$ cat src/rtl/spi_reg_ctrl.sv
// Transaction controller behind spi_slave: turns received bytes (header, length, data)
// into register-bus reads/writes and prefetches read data into txd_data for the next frame.
module spi_reg_ctrl #(
    parameter int ADDR_W  = 7,
    parameter int TIMEOUT = 50000,
    parameter int TO_W    = 16
) (
    input  logic              sys_clk,
    input  logic              rst,
    input  logic [7:0]        rxd_data,
    input  logic              rxd_flag,
    output logic [7:0]        txd_data,
    output logic              bus_req,
    output logic              bus_we,
    output logic [ADDR_W-1:0] bus_addr,
    output logic [7:0]        bus_wdata,
    input  logic              bus_ack,
    input  logic [7:0]        bus_rdata,
    output logic              busy,
    output logic              frame_err
);

    typedef enum logic [2:0] {
        S_IDLE,
        S_LEN,
        S_WR_WAIT,
        S_WR_BUS,
        S_RD_BUS,
        S_RD_WAIT
    } state_t;

    localparam logic [TO_W-1:0] TO_LAST = TO_W'(TIMEOUT - 1);

    state_t            state;
    logic              rw;
    logic [7:0]        cnt;
    logic [TO_W-1:0]   to_cnt;
    logic              overrun;
    logic [ADDR_W-1:0] next_addr;
    logic              to_hit;

    assign next_addr = bus_addr + ADDR_W'(1);
    assign to_hit    = (to_cnt == TO_LAST);

    // The timeout counter falls back to zero unless a waiting state explicitly advances it,
    // which covers both "clear on rxd_flag" and "clear on state change".
    always_ff @(posedge sys_clk) begin
        if (rst) begin
            state     <= S_IDLE;
            rw        <= 1'b0;
            cnt       <= 8'h00;
            to_cnt    <= '0;
            overrun   <= 1'b0;
            txd_data  <= 8'h00;
            bus_req   <= 1'b0;
            bus_we    <= 1'b0;
            bus_addr  <= '0;
            bus_wdata <= 8'h00;
            busy      <= 1'b0;
            frame_err <= 1'b0;
        end else begin
            frame_err <= 1'b0;
            to_cnt    <= '0;
            case (state)
                S_IDLE: begin
                    // A byte arriving in the same cycle as an error pulse is dropped.
                    if (rxd_flag && !frame_err) begin
                        rw       <= rxd_data[7];
                        bus_addr <= rxd_data[ADDR_W-1:0];
                        state    <= S_LEN;
                        busy     <= 1'b1;
                    end
                end
                S_LEN: begin
                    if (rxd_flag) begin
                        if (rxd_data == 8'h00) begin
                            state     <= S_IDLE;
                            busy      <= 1'b0;
                            frame_err <= 1'b1;
                            txd_data  <= 8'h00;
                        end else begin
                            cnt <= rxd_data;
                            if (rw) begin
                                state <= S_WR_WAIT;
                            end else begin
                                state   <= S_RD_BUS;
                                bus_req <= 1'b1;
                                bus_we  <= 1'b0;
                                overrun <= 1'b0;
                            end
                        end
                    end else if (to_hit) begin
                        state     <= S_IDLE;
                        busy      <= 1'b0;
                        frame_err <= 1'b1;
                        txd_data  <= 8'h00;
                    end else begin
                        to_cnt <= to_cnt + TO_W'(1);
                    end
                end
                S_WR_WAIT: begin
                    if (rxd_flag) begin
                        bus_wdata <= rxd_data;
                        state     <= S_WR_BUS;
                        bus_req   <= 1'b1;
                        bus_we    <= 1'b1;
                        overrun   <= 1'b0;
                    end else if (to_hit) begin
                        state     <= S_IDLE;
                        busy      <= 1'b0;
                        frame_err <= 1'b1;
                        txd_data  <= 8'h00;
                    end else begin
                        to_cnt <= to_cnt + TO_W'(1);
                    end
                end
                S_WR_BUS: begin
                    // A byte landing during a bus cycle (even on the ack cycle) is an overrun.
                    if (bus_ack) begin
                        bus_req <= 1'b0;
                        if (overrun || rxd_flag) begin
                            state     <= S_IDLE;
                            busy      <= 1'b0;
                            frame_err <= 1'b1;
                            txd_data  <= 8'h00;
                        end else begin
                            bus_addr <= next_addr;
                            cnt      <= cnt - 8'd1;
                            if (cnt == 8'd1) begin
                                state    <= S_IDLE;
                                busy     <= 1'b0;
                                txd_data <= 8'h00;
                            end else begin
                                state <= S_WR_WAIT;
                            end
                        end
                    end else if (rxd_flag) begin
                        overrun <= 1'b1;
                    end
                end
                S_RD_BUS: begin
                    if (bus_ack) begin
                        bus_req <= 1'b0;
                        if (overrun || rxd_flag) begin
                            state     <= S_IDLE;
                            busy      <= 1'b0;
                            frame_err <= 1'b1;
                            txd_data  <= 8'h00;
                        end else begin
                            txd_data <= bus_rdata;
                            state    <= S_RD_WAIT;
                        end
                    end else if (rxd_flag) begin
                        overrun <= 1'b1;
                    end
                end
                S_RD_WAIT: begin
                    if (rxd_flag) begin
                        bus_addr <= next_addr;
                        cnt      <= cnt - 8'd1;
                        if (cnt == 8'd1) begin
                            state    <= S_IDLE;
                            busy     <= 1'b0;
                            txd_data <= 8'h00;
                        end else begin
                            state   <= S_RD_BUS;
                            bus_req <= 1'b1;
                            bus_we  <= 1'b0;
                            overrun <= 1'b0;
                        end
                    end else if (to_hit) begin
                        state     <= S_IDLE;
                        busy      <= 1'b0;
                        frame_err <= 1'b1;
                        txd_data  <= 8'h00;
                    end else begin
                        to_cnt <= to_cnt + TO_W'(1);
                    end
                end
                default: begin
                    state   <= S_IDLE;
                    busy    <= 1'b0;
                    bus_req <= 1'b0;
                end
            endcase
        end
    end

endmodule
$ cat config.mk
export PLATFORM = sky130hd
export DESIGN_NAME = spi_reg_ctrl
export DESIGN_NICKNAME = d
export VERILOG_FILES = /design/src/rtl/spi_reg_ctrl.sv
export SDC_FILE = /design/constraint.sdc
export NUM_CORES = 1
export LEC_CHECK = 0
export ABC_AREA = 1
export CAP_MARGIN = 10
export CORE_MARGIN = 2
export CORE_UTILIZATION = 30
export CTS_BUF_LIST = sky130_fd_sc_hd__clkbuf_16
export DETAILED_ROUTE_END_ITERATION = 10
export PLACE_DENSITY_LB_ADDON = 0.08
export SYNTH_ARGS = -nofsm -noshare
export SYNTH_HDL_FRONTEND = slang
export SYNTH_SLANG_ARGS = --single-unit
$ cat constraint.sdc
create_clock -name sys_clk -period 3.5 [get_ports sys_clk]
set_clock_uncertainty 0.15 [all_clocks]
set_input_delay 0.35 -clock sys_clk [delete_from_list [all_inputs] [get_ports sys_clk]]
set_output_delay 0.35 -clock sys_clk [all_outputs]
set_load 0.03 [all_outputs]
-- Yosys cells after proc, flatten, opt, wreduce, memory -nomap -nowiden
Index checks and enable logic that the tools add are counted.
- bits in registers: 56
- input bits: 20
- output and inout port bits: 27
- word-level logic and storage cells: 136
- add/sub/neg operators: 3
- equality and inequality tests: 23
- multiplexer cells: 72
- bitwise logic cells: 2
- reduce and logical (&&, ||, !) cells: 24
- operator list (operator ; count):
    two-way mux 8 bit ; 15
    case mux 8 bit (5 select lines) ; 1
    two-way mux 3 bit ; 11
    two-way mux 1 bit ; 31
    two-way mux 7 bit ; 4
    inequality test 2 bit, second input constant ; 13
    case mux 8 bit (3 select lines) ; 1
    case mux 7 bit (3 select lines) ; 1
    case mux 3 bit (6 select lines) ; 1
    adder 16 x 1 -> 16 bit, second input constant ; 1
    == test 16 bit, second input constant ; 1
    AND reduction 6 bit ; 2
    AND reduction 5 bit ; 2
    AND reduction 9 bit ; 1
    nonzero test 3 bit ; 3
    == test 8 x 1 -> 1 bit, second input constant ; 1
    zero test 8 bit ; 1
    AND reduction 8 bit ; 1
    subtractor 8 x 1 -> 8 bit, second input constant ; 1
    adder 7 x 1 -> 7 bit, second input constant ; 1
    AND reduction 7 bit ; 1
    == test 3 x 2 -> 1 bit, second input constant ; 2
    == test 3 bit, second input constant ; 2
    case mux 1 bit (3 select lines) ; 2
    other kinds (19) ; 24

-- Logic depth before layout (Yosys ltp)
Gate-level depths: netlist of the first run.
- word-level depth: 5
- gate-level depth with buffers: 11

-- Worst setup path before layout of the first run
No wires, ideal clock.
- path type: flip-flop to flip-flop
- from: register to_cnt[0]
- to: register to_cnt[12]
- setup time: 0.070 ns
- arrival: 1.516 ns
- data required time: 3.280 ns
- setup slack: 1.765 ns
- cell stages (with the launch flop): 9
- buffers on the path: 0
- cell sequence: dfxtp_1 -> ha_1 -> nand3_1 -> nor2_1 -> nand3_1 -> nor2_1 -> nand2_1 -> or2_2 -> a21oi_1
- cells in the longest elaborated chain, start to end: 2
- elaborated cells between the ends (all ways): 3
- those cells by class: 1 x add/sub; 1 x eq/ne; 1 x reduce/logical
- ends and longest elaborated chain (element ; RTL line ; RTL):
    start: declaration ; 37 ; logic [TO_W-1:0] to_cnt;
    start signal: assignment ; 98 ; to_cnt <= to_cnt + TO_W'(1);
    start signal: assignment ; 114 ; to_cnt <= to_cnt + TO_W'(1);
    start signal: assignment ; 177 ; to_cnt <= to_cnt + TO_W'(1);
    parallel branches: the longest is 2 deep, another holds adder 16 x 1 -> 16 bit ; -- ;
Parallel ways; which one is timed is not known.
A chain may end at the register's enable or synchronous reset.

-- Final worst setup path of the first run
- from: input rxd_flag
- to: register cnt[3]
- cells in the longest elaborated chain, start to end: 3
- elaborated cells between the ends (all ways): 5
- those cells by class: 3 x eq/ne; 2 x reduce/logical
- ends and longest elaborated chain (element ; RTL line ; RTL):
    start: declaration ; 11 ; input logic rxd_flag,
    logical OR 1 bit ; 121 ; if (overrun || rxd_flag) begin
    inequality test 2 bit (no line) ; -- ;
    AND reduction 6 bit (no line) (*) ; -- ;
    end signal: assignment ; 82 ; cnt <= rxd_data;
    end signal: assignment ; 128 ; cnt <= cnt - 8'd1;
    end signal: assignment ; 160 ; cnt <= cnt - 8'd1;
    end: declaration ; 36 ; logic [7:0] cnt;
Mark *: on every way between the ends. The rest lies on a longest branch, timed or not.

==> results of run 1 <==
-- power breakdown --
| group | switching, W | internal (W) | total [W] |
|---|---|---|---|
| sequential | 0.0000535 | 0.000686 | 0.000739 |
| clock | 0.000238 | 0.000335 | 0.000573 |
| combinational | 0.000283 | 0.000168 | 0.000452 |
-- synth_stat cells, types with 6 or more instances --
master	n
inv_1	41
nand2_1	121
o21ai_0	26
a31oi_1	6
nand4_1	6
nand3_1	26
nor3_1	8
a21oi_1	45
dfxtp_1	56
o21ai_1	10
nor2_1	65
inv_2	7
-- metal layers --
layer | routed length, um | vias to the layer above | share of wire [%]
met5 | 0 | - | 0
met4 | 105 | 0 | 1.3
met3 | 250 | 11 | 3.0
met2 | 3920 | 56 | 47
met1 | 4030 | 1375 | 48
li1 | - | 1609 | -
-- cell type report --
type	count	area share (%)
clock buffers	5	3.31
clock inverters	3	1.03
well taps	133	4.41
multi-input cells	351	44.4
flip-flops and latches	56	29.7
repair buffers	47	12.4
inverters	48	4.77
-- metrics by stage --
stage | hold WS [ns] | cell area (um^2) | cells | worst slack, ns
finish | 0.306 | 3770 | 643 | 1.11
global route | 0.350 | 3770 | 643 | 0.876
CTS | 0.308 | 3770 | 643 | 1.13
detailed placement | 0.294 | 3610 | 635 | 0.828
global placement | 0.284 | 3610 | 635 | 0.900
floorplan | 0.268 | 3040 | 467 | 1.76
-- registers in the layout, summed over array words and instances, names as in the netlist --
register / cells
txd_data: 8
cnt: 8
overrun: 1
bus_we: 1
state: 3
bus_req: 1
to_cnt: 16
frame_err: 1
busy: 1
rw: 1
bus_wdata: 8
bus_addr: 7
-- worst max-delay path by stage --
stage,to,start,depth (start not counted),slack (ns)
after detailed placement,cnt[5],rxd_flag,9,0.83
after global routing,cnt[5],rxd_flag,9,0.88
final,cnt[3],rxd_flag,9,1.11
after floorplan,to_cnt[12],to_cnt[0],8,1.76
after global placement,cnt[4],rxd_flag,9,0.90
after CTS,cnt[5],rxd_flag,9,1.13
-- cell families after synthesis --
| kind of cell | Yosys count |
|---|---|
| simple gates | 249 |
| compound gates | 92 |
| buf+inv | 60 |
| flops | 56 |
| xor+xnor | 5 |
| fa+ha+maj | 5 |
==> impl_metrics.tcl, run 1 <==
set metrics [dict create \
    grt_pass1_wl_um 13700 \
    cp.required_ns 3.58 \
    antenna_found_initial 0 \
    vdd_drop_max_mv 0.197 \
    routed_wl_um 8300 \
    p_total_w 0.00176 \
    synthFlopType "dfxtp_1" \
    numCtsBuffers 5 \
    yosysWarnings 0 \
    core-area_um2 9820 \
    cts_setup_buffers 0 \
    setup_viol 0 \
    cts_root_buf "clkbuf_16" \
    grt_pass1_vias 2891 \
    fill_cells 1106 \
    rows 36 \
    drtAntennaViolNets 0 \
    diodes 0 \
    cp-end-kind "flip-flop" \
    synth_top_family_by_area "simple AND/OR/NAND/NOR gates" \
    synth_top_area_cell "dfxtp_1" \
    clock_sinks 56 \
    slew_violations 0 \
    ctsHoldBuffers 0 \
    crit_path_frequent_cell "nand2_1" \
    cts_resized 0 \
    synth_edf_count 0 \
    dp_hpwl_um 6250 \
    layout_common_cells "121 x nand2_1, 65 x nor2_1, 56 x dfxtp_1" \
    r2r-end "cnt[3]" \
    crit_chain "clkdlybuf4s50_1, inv_1, nand2_1, nand2_1, nor2_2, nand4_1, inv_1, nand2_1, a21oi_1" \
    via_per_inst 4.74 \
    syn_area_um2 3040 \
    die_h_um 105 \
    hold_path_depth 1 \
    ys_seq_area_share_pct 36.9 \
    ioPinCount 47 \
    clkSlewWorstSetupHoldPaths_ns 0.07 \
    track_usage_pct 15.3 \
    synthAdderAreaFrac_pct 2.06 \
    drt_iter0_drc 92 \
    powerDensity_nw_per_um2 467 \
    fmax_mhz 418 \
    ctsLongestPathBuffers 2 \
    final_common_cell "nand2_1" \
    grt_util_met3_pct 2.12 \
    min_period_ns 2.39 \
    synth-compound-area-share_pct 15.8 \
    drv_cap 0 \
    drcViolationCount 0 \
    die_area_um2 11000 \
    cts_tree "built" \
    worst_hold_startpoint "to_cnt[0]" \
    reg2regPathDepth 10 \
    ys_async_sr_fraction_pct 0 \
    max-slew-margin-rel_pct 49.0 \
    grt_max_degree 30 \
    area_growth_pct 24.2 \
    syn-instance-count 467 \
    outcome "complete, no violations" \
    r2r-start "state[2]" \
    worst-path-max-fanout 12 \
    worstSkewPairLatency_ns 0.29 \
    avgSynthCellArea_um2 6.51 \
    r2r_setup_slack_ns 1.20 \
    ys_ff_latch 56 \
    vias 3051 \
    path_delay_family "buffers and inverters" \
    wl_per_cell_um 12.9 \
    period_share_pct 68.4 \
    hold_violations 0 \
    fin_setup_tns_ns 0 \
    grtUsageMet1_pct 19.7 \
    crit_buf_inv 3 \
    yosys.area_share.simple_pct 35.8 \
    h-tree-depth 2 \
    drive_gt1_share_pct 6.08 \
    synth.area.top_cells "dfxtp_1 37%, nand2_1 15%, nor2_1 8.0%, a21oi_1 7.4%, inv_1 5.1%" \
    rsz0062_at_grt "false" \
    start_util_pct 31.0 \
    worstMarginPinSlew_ns 0.763 \
    cellLeakagePower_nw 1.49 \
    gp_congestion 0.935 \
    drt_pass1_iterations 7 \
    hp-class "reg2reg" \
    netlist.area_leader.share_pct 36.9 \
    die_w_um 105 \
    met2_usage_pct 26.6 \
    yosysUniqueCellTypes 34 \
    syn-num-nets 492 \
    top_usage_layer "met2" \
    seq_area_um2 1120 \
    path_class "in2reg" \
    fin_util_pct 38.4 \
    arrival_ns 2.47 \
    synthMuxAreaShare_pct 0 \
    multiInputGateArea_um2 1680 \
    start_kind "input pin" \
    port_buffers 46 \
    nets 534 \
    max_stage_delay_ns 0.57 \
    critPathSlowestCell "clkdlybuf4s50_1" \
    grt_overflow 0 \
    synth_xor_area_share_pct 1.44 \
    holdPathEnd "to_cnt[0]" \
]
Note: power is estimated with default switching activity, not from simulation.
==> inputs of run 2 (changes only) <==
==> constraint.sdc (replaced) <==
create_clock -name sys_clk -period 2.05 [get_ports sys_clk]
set_clock_uncertainty 0.15 [all_clocks]
set_input_delay 0.205 -clock sys_clk [delete_from_list [all_inputs] [get_ports sys_clk]]
set_output_delay 0.205 -clock sys_clk [all_outputs]
set_load 0.03 [all_outputs]
==> run 2 against run 1 <==
Net effect:
- worst hold slack worse by 0.0048 ns
- combinational power is 91% higher
- routed wire length is 2.5% higher
- critical path type is now reg2reg
- critical endpoint is now to_cnt[12]
==> impl_metrics.tcl, run 2 (synthesized netlist as in run 1, its figures left out) <==
set metrics [dict create \
    diodes 0 \
    clkSlewWorstSetupHoldPaths_ns 0.07 \
    fin_util_pct 41.0 \
    period_share_pct 92.4 \
    port_buffers 46 \
    fin_area_um2 4020 \
    regMostFlops "to_cnt" \
    h-tree-depth 2 \
    final_cells 668 \
    critPathSlowestCell "dfxtp_1" \
    ioPinCount 47 \
    routed_wl_um 8510 \
    max_stage_delay_ns 0.36 \
    drive_gt1_share_pct 12.1 \
    worst-path-max-fanout 4 \
    setup_ws_ns 0.156 \
    rows 36 \
    worstSkewPairLatency_ns 0.30 \
    track_usage_pct 15.7 \
    drcViolationCount 0 \
    place_inst 659 \
    place_area_um2 3800 \
    power_frac_clock_pct 31.3 \
    drt_iter0_drc 119 \
    slew_violations 0 \
    path_delay_family "simple AND/OR/NAND/NOR gates" \
    nets 559 \
    crit_buf_inv 0 \
    setup_viol 0 \
    hp-class "reg2reg" \
    wl_per_cell_um 12.7 \
    vdd_drop_max_mv 0.383 \
    die_area_um2 11000 \
    largest_register_ffs 16 \
    p_int_w 0.00210 \
    grt_overflow 0 \
    ctsHoldBuffers 0 \
    dp_hpwl_um 6430 \
    hold_violations 0 \
    via_per_inst 4.73 \
    multiInputGateArea_um2 1710 \
    gp_congestion 0.917 \
    grt_pass1_wl_um 14100 \
    whs_ns 0.301 \
    arrival_ns 1.97 \
    max-slew-margin-rel_pct 73.2 \
    vias 3162 \
    start_kind "flip-flop" \
    cts_tree "built" \
    numCtsBuffers 5 \
    combinationalPowerShare_pct 28.0 \
    place_ws_ns -0.0193 \
    core-area_um2 9820 \
    start_util_pct 31.0 \
    p_switching_w 0.000987 \
    cp.required_ns 2.13 \
    final_common_cell "nand2_1" \
    layout_common_cells "121 x nand2_1, 61 x nor2_1, 54 x dfxtp_1" \
    p_sw_share_pct 31.9 \
    clock_sinks 56 \
    powerDensity_nw_per_um2 768 \
    outcome "complete, no violations" \
    drv_cap 0 \
    die_h_um 105 \
    path_class "reg2reg" \
    seq_area_um2 1120 \
    drt_pass1_iterations 4 \
    cts_root_buf "clkbuf_16" \
    min_period_ns 1.89 \
    p_seq_share_pct 40.7 \
    fmax_mhz 528 \
    drtAntennaViolNets 0 \
    cellLeakagePower_nw 1.62 \
    die_w_um 105 \
    fill_cells 1076 \
    grt_max_degree 30 \
    rsz0062_at_grt "false" \
    grt_pass1_vias 3037 \
    crit_path_frequent_cell "nor2_2" \
    area_growth_pct 32.4 \
    cp-end-kind "flip-flop" \
    worstMarginPinSlew_ns 0.400 \
    ctsLongestPathBuffers 2 \
    antenna_found_initial 0 \
    crit_chain "ha_2, nand3_2, nor2_2, nand3_1, nor2_2, nand2_1, or2_2, a21oi_1" \
]
[run 2: cell count changes in the layout (fill, tap and decap cells not counted), sizes merged]
cell | before | now
buf | 1 | 26
[run 2: repair_timing]
item | CTS | global route
gates resized for setup | 0 | 11
buffers inserted | 0 | 1
endpoints found under the setup margin | 0 | 27
endpoints found under the hold margin | 0 | 0
[run 2: per-stage QoR]
stage	TNS, ns	power [W]
floorplan	0	0.00181
global placement	0	0.00212
detailed placement	-0.0657	0.00211
CTS	0	0.00310
global route	0	0.00328
finish	0	0.00309
[run 2: worst paths after layout]
kind | start | end | slack (ns) | cells after the start
setup / recovery | to_cnt[0] | to_cnt[12] | 0.16 | 8
hold reg to reg | to_cnt[0] | to_cnt[0] | 0.30 | 1
hold / removal | to_cnt[0] | to_cnt[0] | 0.30 | 1
setup reg to reg | to_cnt[0] | to_cnt[12] | 0.16 | 8
[run 2: area by class of cell]
| class | count | area share, % |
|---|---|---|
| Multi-Input combinational cell | 351 | 42.5 |
| Inverter | 48 | 4.48 |
| Clock buffer | 5 | 3.11 |
| Clock inverter | 3 | 0.964 |
| Sequential cell | 56 | 27.9 |
| Tap cell | 133 | 4.14 |
| Timing Repair Buffer | 72 | 16.9 |
[run 2: routing by layer]
metal	up-vias	global-route usage, %	share of wire [%]
li1	1654	-	-
met1	1440	18.5	44
met2	52	28.7	51
met3	16	2.68	3.0
met4	0	5.62	2.0
met5	-	0	0
[run 2: power by group through the flow]
| stage | Sequential [W] | Clock [W] | Combinational [W] |
|---|---|---|---|
| after floorplan | 0.00135 | 0 | 0.000461 |
| after global placement | 0.00128 | 0 | 0.000832 |
| after detailed placement | 0.00128 | 0 | 0.000831 |
| after CTS | 0.00126 | 0.00100 | 0.000835 |
| after global routing | 0.00127 | 0.00104 | 0.000963 |
| final | 0.00126 | 0.000968 | 0.000865 |
==> inputs of run 3 (changes only) <==
--- a/config.mk
+++ b/config.mk
@@ -7,7 +7,7 @@
 export LEC_CHECK = 0
 export ABC_AREA = 1
 export CAP_MARGIN = 10
-export CORE_MARGIN = 2
+export CORE_MARGIN = 4
 export CORE_UTILIZATION = 30
 export CTS_BUF_LIST = sky130_fd_sc_hd__clkbuf_16
 export DETAILED_ROUTE_END_ITERATION = 10
==> run 3 against run 2 <==
Net effect:
- highest routed layer unchanged
- via count down 0.47%
- die area up 7.8%
- maximum frequency up 0.63%
- sequential power about the same
- first-iteration DRC count down 15%
- critical endpoint unchanged
- register-to-register slack about the same
- non-clock buffer count up 5
- core utilization up 0.076 points
- power down 2.2%
- worst setup slack better by 0.012 ns
- combinational power up 1%
==> impl_metrics.tcl, run 3 (synthesized netlist as in run 1, its figures left out) <==
set metrics [dict create \
    outcome "complete, no violations" \
    drt_pass1_iterations 4 \
    layout_common_cells "119 x nand2_1, 62 x nor2_1, 54 x dfxtp_1" \
    worstSkewPairLatency_ns 0.30 \
    regMostFlops "to_cnt" \
    fin_setup_tns_ns 0 \
    nets 564 \
    cellLeakagePower_nw 1.63 \
    wl_per_cell_um 12.6 \
    diodes 0 \
    area_growth_pct 32.6 \
    cts_root_buf "clkbuf_16" \
    setup_viol 0 \
    antenna_found_initial 0 \
    final_cells 673 \
    path_class "reg2reg" \
    drt_iter0_drc 101 \
    cp.required_ns 2.13 \
    clkSlewWorstSetupHoldPaths_ns 0.08 \
    cp-end-kind "flip-flop" \
    clock_sinks 56 \
    power_frac_clock_pct 29.5 \
    fmax_mhz 531 \
    p_seq_share_pct 41.6 \
    core-area_um2 9820 \
    via_per_inst 4.68 \
    crit_path_frequent_cell "nor2_1" \
    grt_util_met3_pct 2.78 \
    grt_overflow 0 \
    die_area_um2 11800 \
    ctsLongestPathBuffers 2 \
    start_util_pct 31.0 \
    cts_tree "built" \
    ioPinCount 47 \
    start_kind "flip-flop" \
    crit_chain "ha_2, nand3_2, nor2_1, nand3_1, nor2_1, nand2_1, or2_2, a21oi_1" \
    die_h_um 109 \
    max_stage_delay_ns 0.34 \
    top_usage_layer "met2" \
    gp_congestion 0.865 \
    place_ws_ns -0.0911 \
    worst-path-max-fanout 4 \
    period_share_pct 91.8 \
    min_period_ns 1.88 \
    hold_violations 0 \
    grt_max_degree 30 \
    vias 3147 \
    max-slew-margin-rel_pct 75.4 \
    place_area_um2 3830 \
    hp-class "in2reg" \
    h-tree-depth 2 \
    drcViolationCount 0 \
    largest_register_ffs 16 \
    drv_cap 0 \
    routed_wl_um 8480 \
    setup_ws_ns 0.168 \
    powerDensity_nw_per_um2 750 \
    met2_usage_pct 26.5 \
    slew_violations 0 \
    vdd_drop_max_mv 0.497 \
    numCtsBuffers 5 \
    final_common_cell "nand2_1" \
    grtUsageMet1_pct 18.5 \
    fin_area_um2 4030 \
    combinationalPowerShare_pct 28.9 \
    ctsHoldBuffers 0 \
    rows 36 \
    drtAntennaViolNets 0 \
    worstMarginPinSlew_ns 0.366 \
    p_int_w 0.00200 \
    drive_gt1_share_pct 13.3 \
    p_sw_share_pct 33.9 \
    die_w_um 109 \
    critPathSlowestCell "dfxtp_1" \
    place_inst 664 \
    p_switching_w 0.00103 \
    grt_pass1_vias 3070 \
    grt_pass1_wl_um 14200 \
    dp_hpwl_um 6550 \
    port_buffers 46 \
    track_usage_pct 14.9 \
    rsz0062_at_grt "false" \
    arrival_ns 1.96 \
    p_total_w 0.00302 \
]
==> run 3: path summary, 6_finish.rpt <==
check | from | endpoint | slack (ns) | depth (start not counted)
min | bus_rdata[6] | txd_data[6] | 0.31 | 3
min reg2reg | bus_we | bus_we | 0.32 | 2
max reg2reg | to_cnt[0] | to_cnt[12] | 0.17 | 8
max | to_cnt[0] | to_cnt[12] | 0.17 | 8
==> run 3: area by class of cell <==
class                      count  area (um^2)
timing repair buffer          77          706
multi-input combinational    351         1710
tap                          133          166
sequential                    56         1120
inverter                      48          180
clock buffer                   5          125
fill                        1080         5790
clock inverter                 3         22.5
==> run 3: power groups by stage <==
stage,Sequential [W],Combinational [W],Clock [W]
3_3_place_gp,0.00129,0.000833,0
2_1_floorplan,0.00135,0.000461,0
6_report,0.00126,0.000874,0.000892
5_1_grt,0.00127,0.000979,0.000959
4_1_cts,0.00126,0.000841,0.000922
3_5_place_dp,0.00128,0.000837,0
==> run 3: critical path: cells and delay by family (launching register included) <==
| kind | cells | cell delay (ns) |
|---|---|---|
| compound gates | 1 | 0.11 |
| fa+ha+maj | 1 | 0.20 |
| flops | 1 | 0.34 |
| simple gates | 6 | 1.02 |
==> run 3: layer usage <==
layer | routed length [um] | vias to the layer above
met5 | 0 | -
met4 | 65 | 0
met3 | 305 | 6
met2 | 4220 | 53
met1 | 3880 | 1430
li1 | - | 1658
==> run 3: stage by stage <==
stage / hold WS (ns) / utilization, %
6_report: 0.308 / 41.1
3_3_place_gp: 0.303 / 39.0
2_1_floorplan: 0.134 / -
3_5_place_dp: 0.313 / 39.0
5_1_grt: 0.321 / 41.1
4_1_cts: 0.305 / 40.5
==> run 3: repair_timing <==
item                                    4_1_cts  5_1_grt
resized for setup                             0       11
setup buffers                                 0        1
endpoints found under the setup margin        0       24
